## src/rtl/ssd_display_arbiter_if.sv

```systemverilog
// Request/data/grant/display bundle for ssd_display_arbiter.
// The master side is the pair of requesters; the slave side is the arbiter.
interface ssd_display_arbiter_if;
   logic        req0;
   logic [15:0] data0;
   logic        req1;
   logic [15:0] data1;
   logic        gnt0;
   logic        gnt1;
   logic [1:0]  owner;
   logic [3:0]  an;
   logic [7:0]  cath;

   modport master (
      output req0, data0, req1, data1,
      input  gnt0, gnt1, owner, an, cath
   );

   modport slave (
      input  req0, data0, req1, data1,
      output gnt0, gnt1, owner, an, cath
   );
endinterface

```

## src/rtl/ssd_display_arbiter.sv

```systemverilog
// Round-robin, minimum-hold arbiter sharing a 4-digit seven-segment display between two ports.
// Optional macro SSD_ARB_OWNER_DP_EN marks the owning port with a decimal point.
module ssd_display_arbiter #(
   parameter int unsigned SCAN_DIV_BITS = 18,
   parameter int unsigned HOLD_CYCLES   = 100_000_000,
   parameter int unsigned HOLD_W        = 27
) (
   input logic                  Clk,
   input logic                  Reset,
   ssd_display_arbiter_if.slave bus
);
   typedef enum logic [1:0] {IDLE = 2'b00, OWN0 = 2'b01, OWN1 = 2'b10} state_t;

   localparam logic [HOLD_W-1:0]        HOLD_MAX = HOLD_W'(HOLD_CYCLES);
   localparam logic [HOLD_W-1:0]        HOLD_ONE = HOLD_W'(1);
   localparam logic [SCAN_DIV_BITS+1:0] SCAN_ONE = (SCAN_DIV_BITS + 2)'(1);

   state_t                 state;
   logic [HOLD_W-1:0]      hold_cnt;
   logic [HOLD_W-1:0]      hold_next;
   logic                   held;
   logic                   last_owner;
   logic [15:0]            disp_reg;
   logic [SCAN_DIV_BITS+1:0] scan_cnt;
   logic [1:0]             idx;
   logic [3:0]             nibble;
   logic [6:0]             seg;
   logic                   dp;
   logic [3:0]             an_q;
   logic [7:0]             cath_q;

   // held is judged on the post-increment count so ownership lasts exactly HOLD_CYCLES clocks
   assign hold_next = (hold_cnt == HOLD_MAX) ? hold_cnt : hold_cnt + HOLD_ONE;
   assign held      = (hold_next == HOLD_MAX);

   always_ff @(posedge Clk) begin
      if (Reset) begin
         state      <= IDLE;
         hold_cnt   <= '0;
         last_owner <= 1'b1;
         disp_reg   <= '0;
      end else begin
         case (state)
            IDLE: begin
               if (bus.req0 && (!bus.req1 || last_owner)) begin
                  state      <= OWN0;
                  hold_cnt   <= '0;
                  last_owner <= 1'b0;
                  disp_reg   <= bus.data0;
               end else if (bus.req1) begin
                  state      <= OWN1;
                  hold_cnt   <= '0;
                  last_owner <= 1'b1;
                  disp_reg   <= bus.data1;
               end
            end
            OWN0: begin
               hold_cnt <= hold_next;
               if (bus.req0) disp_reg <= bus.data0;
               if (held && bus.req1) begin
                  state      <= OWN1;
                  hold_cnt   <= '0;
                  last_owner <= 1'b1;
                  disp_reg   <= bus.data1;
               end else if (held && !bus.req0) begin
                  state <= IDLE;
               end
            end
            OWN1: begin
               hold_cnt <= hold_next;
               if (bus.req1) disp_reg <= bus.data1;
               if (held && bus.req0) begin
                  state      <= OWN0;
                  hold_cnt   <= '0;
                  last_owner <= 1'b0;
                  disp_reg   <= bus.data0;
               end else if (held && !bus.req1) begin
                  state <= IDLE;
               end
            end
            default: state <= IDLE;
         endcase
      end
   end

   assign bus.gnt0  = (state == OWN0);
   assign bus.gnt1  = (state == OWN1);
   assign bus.owner = {bus.gnt1, bus.gnt0};

   assign idx = scan_cnt[SCAN_DIV_BITS +: 2];

   always_comb begin
      nibble = '0;
      case (idx)
         2'd0:    nibble = disp_reg[15:12];
         2'd1:    nibble = disp_reg[11:8];
         2'd2:    nibble = disp_reg[7:4];
         default: nibble = disp_reg[3:0];
      endcase
   end

   always_comb begin
      seg = '1;
      case (nibble)
         4'h0: seg = 7'b0000001;
         4'h1: seg = 7'b1001111;
         4'h2: seg = 7'b0010010;
         4'h3: seg = 7'b0000110;
         4'h4: seg = 7'b1001100;
         4'h5: seg = 7'b0100100;
         4'h6: seg = 7'b0100000;
         4'h7: seg = 7'b0001111;
         4'h8: seg = 7'b0000000;
         4'h9: seg = 7'b0000100;
         4'hA: seg = 7'b0001000;
         4'hB: seg = 7'b1100000;
         4'hC: seg = 7'b0110001;
         4'hD: seg = 7'b1000010;
         4'hE: seg = 7'b0110000;
         default: seg = 7'b0111000;
      endcase
   end

`ifdef SSD_ARB_OWNER_DP_EN
   // port 1 lights the rightmost point, port 0 the leftmost
   assign dp = !((state == OWN1 && idx == 2'd3) || (state == OWN0 && idx == 2'd0));
`else
   assign dp = 1'b1;
`endif

   always_ff @(posedge Clk) begin
      if (Reset) begin
         scan_cnt <= '0;
         an_q     <= 4'hF;
         cath_q   <= 8'hFF;
      end else begin
         scan_cnt <= scan_cnt + SCAN_ONE;
         if (state == IDLE) begin
            an_q   <= 4'hF;
            cath_q <= 8'hFF;
         end else begin
            an_q   <= ~(4'b1000 >> idx);
            cath_q <= {seg, dp};
         end
      end
   end

   assign bus.an   = an_q;
   assign bus.cath = cath_q;
endmodule

```

## src/flat_wrapper.sv

```systemverilog
// flat-port wrapper written by rule: the top's interface ports become plain ports
module ssd_display_arbiter_flat 
#(
   parameter int unsigned SCAN_DIV_BITS = 18,
   parameter int unsigned HOLD_CYCLES   = 100_000_000,
   parameter int unsigned HOLD_W        = 27
)
  (Clk, Reset, bus_req0, bus_data0, bus_req1, bus_data1, bus_gnt0, bus_gnt1, bus_owner, bus_an, bus_cath);
  ssd_display_arbiter_if bus_i ();
  input logic Clk;
  input logic Reset;
  input wire logic [$bits(bus_i.req0)-1:0] bus_req0;
  input wire logic [$bits(bus_i.data0)-1:0] bus_data0;
  input wire logic [$bits(bus_i.req1)-1:0] bus_req1;
  input wire logic [$bits(bus_i.data1)-1:0] bus_data1;
  output wire logic [$bits(bus_i.gnt0)-1:0] bus_gnt0;
  output wire logic [$bits(bus_i.gnt1)-1:0] bus_gnt1;
  output wire logic [$bits(bus_i.owner)-1:0] bus_owner;
  output wire logic [$bits(bus_i.an)-1:0] bus_an;
  output wire logic [$bits(bus_i.cath)-1:0] bus_cath;
  assign bus_i.req0 = bus_req0;
  assign bus_i.data0 = bus_data0;
  assign bus_i.req1 = bus_req1;
  assign bus_i.data1 = bus_data1;
  assign bus_gnt0 = bus_i.gnt0;
  assign bus_gnt1 = bus_i.gnt1;
  assign bus_owner = bus_i.owner;
  assign bus_an = bus_i.an;
  assign bus_cath = bus_i.cath;
  ssd_display_arbiter #(.SCAN_DIV_BITS(SCAN_DIV_BITS), .HOLD_CYCLES(HOLD_CYCLES), .HOLD_W(HOLD_W)) u_core (.Clk(Clk), .Reset(Reset), .bus(bus_i));
endmodule
```

## config.mk

```make
export PLATFORM = sky130hd
export DESIGN_NAME = ssd_display_arbiter_flat
export DESIGN_NICKNAME = d
export VERILOG_FILES = /design/src/rtl/ssd_display_arbiter_if.sv /design/src/rtl/ssd_display_arbiter.sv /design/src/flat_wrapper.sv
export SDC_FILE = /design/constraint.sdc
export NUM_CORES = 1
export LEC_CHECK = 0
export BUFFER_PORTS_ARGS = -buffer_cell sky130_fd_sc_hd__buf_2
export CORE_AREA = 2 2 120 87
export DETAILED_ROUTE_END_ITERATION = 8
export DIE_AREA = 0 0 122 89
export GPL_TIMING_DRIVEN = 0
export PLACE_DENSITY = 0.74
export SKIP_CTS_REPAIR_TIMING = 1
export SLEW_MARGIN = 15
export SYNTH_ARGS = -nofsm -noshare
export SYNTH_HDL_FRONTEND = slang
export SYNTH_SLANG_ARGS = --single-unit
```

## constraint.sdc

```tcl
create_clock -name Clk -period 4.4 [get_ports Clk]
set_input_delay 1.32 -clock Clk [delete_from_list [all_inputs] [get_ports Clk]]
set_output_delay 1.32 -clock Clk [all_outputs]
set_load 0.02 [all_outputs]
```

-- Word-level counts from Yosys, hierarchy flattened
Memory sizes are Yosys's and may differ from the RTL's. A register that Yosys moved wholly into a read port is not among the register bits.
Cells that the tools add are included.
Widths: inputs -> output; s select.
- register bits: 71
- ROM bits: 112
- input port bits: 36
- output and inout port bits: 16
- logic and storage cells: 65
- memories kept: 1
- add/subtract/negate cells: 2
- equality and inequality tests: 12
- shifts and indexed selects: 1
- muxes and demuxes: 25
- bitwise logic cells: 1
- reductions and logical operators: 16
- memories (name ; words ; width ; rd ports ; clocked after Yosys merged registers in ; wr ports ; RTL line ; RTL):
    (no name shown) ; 16 ; 7 ; 1 ; 1 ; 0 ; ssd_display_arbiter.sv:104 ; case (nibble)
- operators by type and width (kind ; count):
    $mux 27 ; 5
    $pmux 27 s3 ; 1
    $mux 16 ; 5
    $eq 27x27->1 const B ; 2
    $pmux 16 s3 ; 1
    $add 27x1->27 const B ; 1
    $add 20x1->20 const B ; 1
    $mux 2 ; 6
    $pmux 4 s3 ; 1
    $ne 3x1->1 const B ; 2
    $ne 3x2->1 const B ; 2
    $pmux 2 s3 ; 1
    $logic_and 1x1->1 ; 5
    $eq 2x1->1 const B ; 2
    $eq 2x2->1 const B ; 2
    $logic_not 2->1 ; 2
    $mux 1 ; 4
    $ne 2x1->1 const B ; 2
    $not 4->4 ; 1
    $reduce_and 2->1 ; 2
    $reduce_and 4->1 ; 1
    $shr 4x2->4 const A ; 1
    $pmux 1 s3 ; 1
    $reduce_and 3->1 ; 1
    4 further kinds ; 5

-- Depth between registers and ports, before layout
- depth after elaboration: 7
- mapped depth: 13
- mapped depth without buffers: 10

-- Worst setup path before layout
OpenSTA, ideal clock, no wires.
- path type: input to register
- start point: in bus_req1
- end point: reg u_core.disp_reg[11]
- setup time: 134 ps
- data arrival time: 2921 ps
- data required time: 4266 ps
- path slack: 1345 ps
- stages on the path: 9
- buffers on the path: 2
- cell sequence: clkbuf_1 > inv_1 > a2111oi_0 > nand3_1 > o21a_1 > or2_1 > buf_6 > a221oi_2 > o22ai_1
- word-level cells in the longest chain between the ends: 5
- elaborated cells between the ends (all ways): 11
- classes of those cells: eq/ne (1); mux (5); reduce/logical (5)
- RTL lines (what ; RTL line ; RTL):
    from (decl) ; flat_wrapper.sv:14 ; input wire logic [$bits(bus_i.req1)-1:0] bus_req1;
    $logic_not 1->1 ; ssd_display_arbiter.sv:45 ; if (bus.req0 && (!bus.req1 || last_owner)) begin
    $logic_or 1x1->1 ; ssd_display_arbiter.sv:45 ;
    $logic_and 1x1->1 ; ssd_display_arbiter.sv:45 ;
    $mux 16 ; ssd_display_arbiter.sv:45 ;
    $pmux 16 s3 ; ssd_display_arbiter.sv:43 ; case (state)
    to (signal assigned) ; ssd_display_arbiter.sv:49 ; disp_reg <= bus.data0;
    to (signal assigned) ; ssd_display_arbiter.sv:54 ; disp_reg <= bus.data1;
    to (signal assigned) ; ssd_display_arbiter.sv:59 ; if (bus.req0) disp_reg <= bus.data0;
    to (decl) ; ssd_display_arbiter.sv:23 ; logic [15:0] disp_reg;
Several ways; a longest one is shown, not always the timed one.
A chain may end at the register's enable or synchronous reset.

-- Worst setup path in the final report
- start point: reg u_core.hold_cnt[8]
- end point: reg u_core.disp_reg[12]
- word-level cells in the longest chain between the ends: 6
- elaborated cells between the ends (all ways): 11
- classes of those cells: add/sub (1); eq/ne (3); mux (4); reduce/logical (3)
- RTL lines (what ; RTL line ; RTL):
    from (decl) ; ssd_display_arbiter.sv:19 ; logic [HOLD_W-1:0] hold_cnt;
    from (signal assigned) ; ssd_display_arbiter.sv:58 ; hold_cnt <= hold_next;
    from (signal assigned) ; ssd_display_arbiter.sv:70 ; hold_cnt <= hold_next;
    $add 27x1->27 or $eq 27x27->1 (tied branches) ; ssd_display_arbiter.sv:33 ; assign hold_next = (hold_cnt == HOLD_MAX) ? hold_cnt : hold_cnt + HOLD_ONE;
    $mux 27 * ; ssd_display_arbiter.sv:33 ;
    $eq 27x27->1 * ; ssd_display_arbiter.sv:34 ; assign held = (hold_next == HOLD_MAX);
    $logic_and 1x1->1, on equally long branches ; ssd_display_arbiter.sv:72, ssd_display_arbiter.sv:60 ;
    $mux 16, or another cell as far along ; ssd_display_arbiter.sv:72 ; if (held && bus.req0) begin
    $pmux 16 s3 or $reduce_and 2->1 (tied branches) ; n/a ;
    to (signal assigned) ; ssd_display_arbiter.sv:49 ;
    to (signal assigned) ; ssd_display_arbiter.sv:71 ; if (bus.req1) disp_reg <= bus.data1;
    to (signal assigned) ; ssd_display_arbiter.sv:76 ; disp_reg <= bus.data0;
Every way passes the cells marked *; elsewhere a longest branch is shown, timed or not.

==> flow_summary_export.csv <==
group,metric,value,unit
routing,met1_length,6.91,mm
floorplanning,die_x,122,um
cells_and_area,instances_no_fill,838,
synth,synth_top_area_share,29.5,%
routing,dr.pass1.iters,8,
cells_and_area,fin_util,62.2,%
global_routing,grt_overflow,0,
placement,portBuffers,49,
setup_path,worst_ep_arrival_time,4.25,ns
synth,syn_area_per_cell,8.10,um^2
timing,relSlewSlack,39.0,%
cells_and_area,final_area,5960,um^2
pwr,p_per_area,519,nW/um^2
routing,wl,15.4,mm
timing,setup_ws,0.401,ns
global_routing,grt_max_degree,16,
floorplanning,row_count,30,
routing,num_vias,5292,
pwr,p_leak,2.41,nW
setup_path,max_stage_delay,0.59,ns
synth,ys_top_cells_by_area,"dfxtp_1 30%, mux2i_1 6.3%, nor2_1 5.2%",
routing,avgViaCountPerCell,6.32,
outcome,status,"completed",
setup_path,crit_fanout,10,
synth,yosysSeqAreaShare,29.5,%
floorplanning,start_util,54.6,%
synth,ys_ff_latch,77,
hold_path,min_path_type,"reg -> reg",
routing,wl_met2,6.59,mm
routing,detail-route-antenna-nets,0,
setup_path,crit_path_top_delay_cell,"nor4_2",
cells_and_area,area_delta_synth_final,14.0,%
setup_path,crit_path_cell_trace,"clkbuf_1, nor3b_1, nand4_1, nor4_2, mux2i_1, nand3_1, nor3_1, or2_1, buf_2, buf_2, nand2_1, o22ai_1",
synth,synthCells,645,
timing,hold_viol,0,
clock_network,htreeDepth,3,
timing,period_minus_slack,4.00,ns
placement,pre_cts_ws,0.596,ns
routing,routed.top_layer,"met4",
setup_path,cp_top_family,"simple AND/OR/NAND/NOR gates",
clock_network,root_buffer,"clkbuf_16",
placement,dpl_cell_area,5630,um^2
timing,setup_viol,0,
synth,synth_nets,694,
clock_network,cts_made_buffers,9,
clock_network,cts_sinks,77,
floorplanning,io_pins,52,
synth,syn-cell-area,5220,um^2
floorplanning,die_area,10900,um^2
floorplanning,core_region_area,9570,um^2
cells_and_area,diodes,0,
routing,wl_per_cell,18.4,um
floorplanning,die_h,89,um
global_routing,grt_pass1_vias,4752,
cells_and_area,n_fill_cell,828,
placement,dp.cells,822,
global_routing,grt_pass1_wl,24.0,mm
timing,setup_tns,0,ns
setup_path,cp_data_required_time,4.65,ns
timing,fmax,0.250,GHz
clock_network,cts.path.max_buffers,2,
synth,ys_async_sr_fraction,0,%
timing,rsz0062_at_grt,"false",
setup_path,critPathCaptureType,"flop",
timing,maxSlewViolCount,0,
synth,synth_ff_type,"dfxtp_1",
clock_network,clk_latency,0.34,ns
global_routing,antenna_found_initial,0,
cells_and_area,largest_register_ffs,27,
timing,fin_worst_skew,0.0106,ns
timing,tightest_slew,0.911,ns
setup_path,critPathKind,"reg -> reg",
global_routing,grtUsageTotal,28.3,%
synth,synth_edf_count,0,
setup_path,path_common_cell,"buf_2",
routing,drc,0,
cells_and_area,drive_above_1_share,17.5,%
synth,yosysTopAreaCell,"dfxtp_1",
setup_path,start_kind,"flop",
synth,synth_cell_types,70,
clock_network,clk_pin_slew,0.06,ns
setup_path,worst-path-buf-inv,3,
pwr,peakVddDrop,0.299,mV
routing,drt-initial-drc-count,646,
synth,synth_warnings,0,
clock_network,cts_tree,"yes",
routing,met3_wirelength,1.79,mm
placement,dp_hpwl,11.4,mm
cells_and_area,final_nets,754,
placement,gp_congestion,0.991,
job,drv_cap,0,
timing,period_share,90.9,%
## layout make-up
type / instances / area [um^2] / area share [%]
Inverter: 31 / 116 / 1.95
Buffer: 47 / 231 / 3.89
Tap cell: 128 / 160 / 2.69
Sequential cell: 77 / 1540 / 25.9
Multi-Input combinational cell: 490 / 3330 / 56.0
Timing Repair Buffer: 49 / 245 / 4.12
Clock inverter: 7 / 103 / 1.72
Clock buffer: 9 / 225 / 3.78
## per-stage QoR
stage               total power, W  hold WS, ns
detailed placement         0.00223        0.455
finish                     0.00309        0.469
global placement           0.00217        0.426
floorplan                  0.00188        0.413
global route               0.00324        0.493
CTS                        0.00306        0.471
## cells by family (layout without fill, tap and decap cells)
family	Yosys count	in the layout	synth area share [%]
and+or+nand+nor	251	251	25.1
buffers and inverters	78	143	6.66
other	1	1	0.0718
adders and majority gates	13	13	3.11
xor gates and xnor gates	25	25	4.19
muxes	42	42	9.13
DFF	77	77	29.5
AOI/OAI and AO/OA	158	158	22.3
## routing by layer
layer  up-vias  global-route usage [%]
li1       2475                       -
met1      2502                    42.0
met2       296                    42.3
met3        19                    5.93
met4         0                    6.37
met5         -                       0
## cells in the final DEF (no fill, tap or decap), types with 9 or more instances in the layout
master and instances:
ha_1 13, buf_2 62, dfxtp_1 77, a211oi_1 18, inv_1 31, o21ai_0 21, a221oi_2 9, nor3_1 14
or3_1 10, o22ai_1 10, nor2_1 72, nand3_1 34, mux2i_1 33, o21ai_1 15, a21oi_1 20, clkbuf_16 9
clkbuf_1 21, a21o_1 12, xor2_1 17, o211ai_1 9, nor4_1 10, and3_1 15, nand4_1 11, nand2_1 41
## path summary, 6_finish.rpt
kind	startpoint	depth (start not counted)	slack, ns	to
hold / removal	u_core.scan_cnt[0]	1	0.47	u_core.scan_cnt[0]
hold reg to reg	u_core.scan_cnt[0]	1	0.47	u_core.scan_cnt[0]
setup / recovery	u_core.hold_cnt[8]	12	0.40	u_core.disp_reg[12]
setup reg to reg	u_core.hold_cnt[8]	12	0.40	u_core.disp_reg[12]
## cell usage after synthesis, types with 15 or more instances
| cell | n |
|---|---|
| dfxtp_1 | 77 |
| nor2_1 | 72 |
| nand2_1 | 41 |
| nand3_1 | 34 |
| mux2i_1 | 33 |
| inv_1 | 31 |
| clkbuf_1 | 21 |
| o21ai_0 | 21 |
| a21oi_1 | 20 |
| a211oi_1 | 18 |
| xor2_1 | 17 |
| and3_1 | 15 |
| o21ai_1 | 15 |
## power breakdown
part | leakage (nW) | internal [W] | switching (W)
Clock | 0.157 | 0.000505 | 0.000317
Combinational | 1.62 | 0.000537 | 0.000831
Sequential | 0.627 | 0.000813 | 0.0000882
Total | 2.41 | 0.00186 | 0.00124
Power figures use the tool's default switching activity.
